[config.mk]
export PLATFORM = sky130hd
export DESIGN_NAME = button_conditioner
export DESIGN_NICKNAME = d
export VERILOG_FILES = /design/src/rtl/button_conditioner.sv
export SDC_FILE = /design/constraint.sdc
export NUM_CORES = 1
export LEC_CHECK = 0
export CORE_UTILIZATION = 42
export CTS_CLUSTER_DIAMETER = 120
export DETAILED_ROUTE_END_ITERATION = 8
export GPL_TIMING_DRIVEN = 0
export PLACE_DENSITY = 0.77
export SLEW_MARGIN = 20
export SYNTH_ARGS = -nofsm -noshare
export SYNTH_HDL_FRONTEND = slang
export SYNTH_SLANG_ARGS = --single-unit
[constraint.sdc]
create_clock -name clk -period 1.15 [get_ports clk]
set_input_delay 0.1725 -clock clk [delete_from_list [all_inputs] [get_ports clk]]
set_output_delay 0.1725 -clock clk [all_outputs]
set_load 0.1 [all_outputs]
[src/rtl/button_conditioner.sv]
// Purpose : per-channel 2-flop synchroniser, consecutive-sample debounce and sticky edge flags.
// Latency : a raw change shows on level/rise/fall DEBOUNCE_CYCLES+2 rising edges later.
// Backpr. : none; this is a free-running conditioner and every output is a plain register.
// Ports   : clk, rst (async, active-high); raw[WIDTH], clr[WIDTH] in;
//           level, rise, fall, seen_rise, seen_fall [WIDTH] out.
module button_conditioner #(
  parameter int WIDTH           = 2,
  parameter int DEBOUNCE_CYCLES = 4,
  parameter int CW              = $clog2(DEBOUNCE_CYCLES + 1)
) (
  input  logic             clk,
  input  logic             rst,
  input  logic [WIDTH-1:0] raw,
  input  logic [WIDTH-1:0] clr,
  output logic [WIDTH-1:0] level,
  output logic [WIDTH-1:0] rise,
  output logic [WIDTH-1:0] fall,
  output logic [WIDTH-1:0] seen_rise,
  output logic [WIDTH-1:0] seen_fall
);

  localparam logic [CW-1:0] CNT_MAX = CW'(DEBOUNCE_CYCLES - 1);
  localparam logic [CW-1:0] CNT_ONE = CW'(1);

  logic [WIDTH-1:0]         s1_q, s1_d;
  logic [WIDTH-1:0]         s2_q, s2_d;
  logic [WIDTH-1:0]         level_q, level_d;
  logic [WIDTH-1:0]         rise_q, rise_d;
  logic [WIDTH-1:0]         fall_q, fall_d;
  logic [WIDTH-1:0]         seen_rise_q, seen_rise_d;
  logic [WIDTH-1:0]         seen_fall_q, seen_fall_d;
  logic [WIDTH-1:0][CW-1:0] cnt_q, cnt_d;

  always_comb begin
    s1_d    = raw;
    s2_d    = s1_q;
    level_d = level_q;
    cnt_d   = cnt_q;
    rise_d  = '0;
    fall_d  = '0;
    // STABLE/PENDING is implicit: a channel is PENDING whenever s2 differs
    // from the accepted level, and cnt tracks how long it has differed.
    for (int i = 0; i < WIDTH; i++) begin
      if (s2_q[i] == level_q[i]) begin
        cnt_d[i] = '0;
      end else if (cnt_q[i] == CNT_MAX) begin
        level_d[i] = s2_q[i];
        cnt_d[i]   = '0;
        rise_d[i]  = s2_q[i];
        fall_d[i]  = ~s2_q[i];
      end else begin
        cnt_d[i] = cnt_q[i] + CNT_ONE;
      end
    end
    // A new event on the same edge as clr keeps the flag set.
    seen_rise_d = (seen_rise_q & ~clr) | rise_d;
    seen_fall_d = (seen_fall_q & ~clr) | fall_d;
  end

  always_ff @(posedge clk or posedge rst) begin
    if (rst) begin
      s1_q        <= '0;
      s2_q        <= '0;
      level_q     <= '0;
      rise_q      <= '0;
      fall_q      <= '0;
      seen_rise_q <= '0;
      seen_fall_q <= '0;
      cnt_q       <= '0;
    end else begin
      s1_q        <= s1_d;
      s2_q        <= s2_d;
      level_q     <= level_d;
      rise_q      <= rise_d;
      fall_q      <= fall_d;
      seen_rise_q <= seen_rise_d;
      seen_fall_q <= seen_fall_d;
      cnt_q       <= cnt_d;
    end
  end

  assign level     = level_q;
  assign rise      = rise_q;
  assign fall      = fall_q;
  assign seen_rise = seen_rise_q;
  assign seen_fall = seen_fall_q;

endmodule

==> results.sh <==
export IMPL_pwr_share_seq_pct=41.2
export IMPL_root_buffer="clkbuf_4"
export IMPL_crit_chain="ha_2, nand2b_4, mux2_2"
export IMPL_cp_arrival_ps=1310
export IMPL_n_fill_cell=130
export IMPL_initial_utilization_pct=46.87
export IMPL_fp_dieH_um=43.71
export IMPL_required_ps=1330
export IMPL_outcome="complete, but fails checks"
export IMPL_routed_via_count=412
export IMPL_synth_most_common_cell="dfrtp_1"
export IMPL_synth_distinct_cells=14
export IMPL_ys_seq_area_share_pct=68.49
export IMPL_drt_pass1_iter_count=5
export IMPL_track_usage_pct=12.73
export IMPL_violations="DRC"
export IMPL_fin_nets=80
export IMPL_wirelength_um=1029
export IMPL_overflow=0
export IMPL_ff_latch_area_um2=508.0
export IMPL_tns_ps=0
export IMPL_hp_class="input pin to async pin"
export IMPL_critPathTopFamily="flip-flops"
export IMPL_clkTransAtPathRegs_ps=100
export IMPL_rsz0062_at_grt="yes"
export IMPL_grt_max_degree=21
export IMPL_wl_per_cell_um=11.83
export IMPL_synthCells=52
export IMPL_ys_ff_latch=20
export IMPL_worstSetupStartpointType="register"
export IMPL_slew_headroom_pct=52.02
export IMPL_fin_ws_ps=23.77
export IMPL_clkLatencyLatePin_ps=290
export IMPL_synth_top_flop_cell="dfrtp_1"
export IMPL_switching_share_pct=40.93
export IMPL_synth_nets=60
export IMPL_synth_edf_count=0
export IMPL_tightest_slew_ps=719.0
export IMPL_pwr_share_clk_pct=16.7
export IMPL_synth_top_area_share_pct=68.49
export IMPL_antenna_found_initial=0
export IMPL_netlist_top_cells_area="dfrtp_1 68%, nor3b_1 4.1%, nand2b_4 3.8%"
export IMPL_fp_coreArea_um2=1559
export IMPL_max_freq_mhz=887.9
export IMPL_drive_above_1_share_pct=36.62
export IMPL_critPathMaxFanout=7
export IMPL_area_growth_pct=30.99
export IMPL_ys_warnings_count=0
export IMPL_cts_tree="done"
export IMPL_dp_hpwl_um=720.6
export IMPL_crit_slowest_cell="dfrtp_1"
export IMPL_hold_viol_final=0
export IMPL_pre_cts_ws_ps=-545.4
export IMPL_fin_hold_ws_ps=287.2
export IMPL_synth_area_um2=730.7
export IMPL_globalplace_congestion=0.6801
export IMPL_period_minus_slack_ps=1126
export IMPL_diodes=0
export IMPL_critical_path_class="register to register"
export IMPL_post_cts_setup_buffers=0
export IMPL_ir_drop_mv=1.288
export IMPL_slowest_delay_ps=400
export IMPL_via_per_inst=4.736
export IMPL_power_total_mw=2.315
export IMPL_grt_pass1_vias=404
export IMPL_drv_slew=0
export IMPL_switching_power_uw=947.4
export IMPL_power_density_nw_per_um2=2418
export IMPL_synth_common_cells="20 x dfrtp_1, 5 x inv_1"
export IMPL_drtIter0Drc=4
export IMPL_p_leak_nw=0.4345
export IMPL_grt_pass1_wl_um=1676
export IMPL_ys_async_sr_fraction_pct=100.0
export IMPL_crit_buf_inv=0
export IMPL_cts_buffers=3
export IMPL_end_kind="register"
export IMPL_post_route_drc_count=2
export IMPL_multi_input_comb_area_um2=226.5
export IMPL_cts_buffer_depth=2
export IMPL_combPwrFrac_pct=42.1
export IMPL_die_w_um=43.71
export IMPL_hold_buffers=0
export IMPL_syn_area_per_cell_um2=14.05
export IMPL_fin_crit_sh_pct=97.93
export IMPL_fin_util_pct=61.40
export IMPL_rows=14
export IMPL_final_antenna_net_count=0
export IMPL_h_tree_depth=1
export IMPL_die_area_um2=1911
export IMPL_internal_power_mw=1.368
export IMPL_portBuffers=15
export IMPL_setup_viol=0
export IMPL_cts_sinks=20
export IMPL_finalClockSkew_ps=2.694
export IMPL_cap_violations=0
export IMPL_num_io_pins=16
export IMPL_synth_largest_area_cell="dfrtp_1"
[cells by family after synthesis]
kind of cell    Yosys count  share of synthesized area (%)
simple gates             17                          16.10
xor+xnor                  2                          2.398
fa+ha+maj                 2                          3.424
buf+inv                   5                          2.569
flops                    20                          68.49
mux                       2                          3.595
compound gates            4                          3.424
[per-stage QoR]
stage	cells	cell area, um2
floorplan	52	738.2
global placement	83	908.4
detailed placement	83	908.4
CTS	87	932.1
global route	87	957.2
finish	87	957.2
[what timing repair did]
item,CTS,global route
gates resized for setup,64,5
setup endpoints to repair,13,6
pin swaps,0,2
[layout by cell type, fill, tap and decap left out]
| cell type | instances |
|---|---|
| dfrtp_1 | 14 |
| dfrtp_2 | 6 |
| buf_4 | 6 |
| inv_1 | 5 |
| clkdlybuf4s50_1 | 5 |
| nand2b_1 | 4 |
| nor2_1 | 4 |
| o22ai_1 | 4 |
| nor3b_1 | 4 |
| clkbuf_4 | 3 |
| nand2b_4 | 2 |
| xnor2_1 | 2 |
| buf_6 | 2 |
| buf_8 | 2 |
| nor2b_1 | 1 |
| nor3_1 | 1 |
| and3b_1 | 1 |
| mux2_2 | 1 |
| mux2_4 | 1 |
| ha_4 | 1 |
| ha_2 | 1 |
| clkbuf_8 | 1 |
[area by class of cell]
cell class,count,area share [%]
well taps,16,2.092
clock buffers,4,3.791
inverters,5,1.961
multi-input cells,27,23.66
flip-flops and latches,20,53.07
repair buffers,15,15.42
[routing by layer]
metal  share of wire, %  vias up  global-route usage [%]
met5                  0        -                       0
met4               0.87        0                   11.25
met3                5.2        2                   2.500
met2                 51       11                   20.60
met1                 43      187                   14.13
li1                   -      212                       -
[worst paths after layout]
kind | start | to | slack, ps | depth (start not counted)
max in group asynchronous | rst | level[1]$_DFFE_PP0P_ | 360 | 2
setup reg to reg | cnt_q[3]$_DFF_PP0_ | level[1]$_DFFE_PP0P_ | 20 | 3
hold / removal | rst | s1_q[0]$_DFF_PP0_ | 290 | 2
min in group clk | raw[0] | s1_q[0]$_DFF_PP0_ | 310 | 1
hold reg to reg | s1_q[0]$_DFF_PP0_ | s2_q[0]$_DFF_PP0_ | 360 | 0
setup / recovery | cnt_q[3]$_DFF_PP0_ | level[1]$_DFFE_PP0P_ | 20 | 3
[registers in the layout, summed over array words and instances (netlist names)]
signal / flops
fall: 2
seen_rise: 2
seen_fall: 2
s1_q: 2
cnt_q: 6
level: 2
rise: 2
s2_q: 2
[power groups by stage]
stage	Sequential (mW)	Clock [mW]	Combinational [mW]
finish	0.953	0.387	0.975
floorplan	1.37	0	0.281
CTS	0.937	0.404	0.941
global placement	0.933	0	0.905
detailed placement	0.942	0	0.926
global route	0.974	0.434	1.03
[worst register-to-register path: cells and delay by family, from the launching register on]
kind                       cells  cell delay (ps)
adders and majority gates      1              200
DFF                            1              400
muxes                          1              330
and+or+nand+nor                1              100
Power figures use the tool's default switching activity.
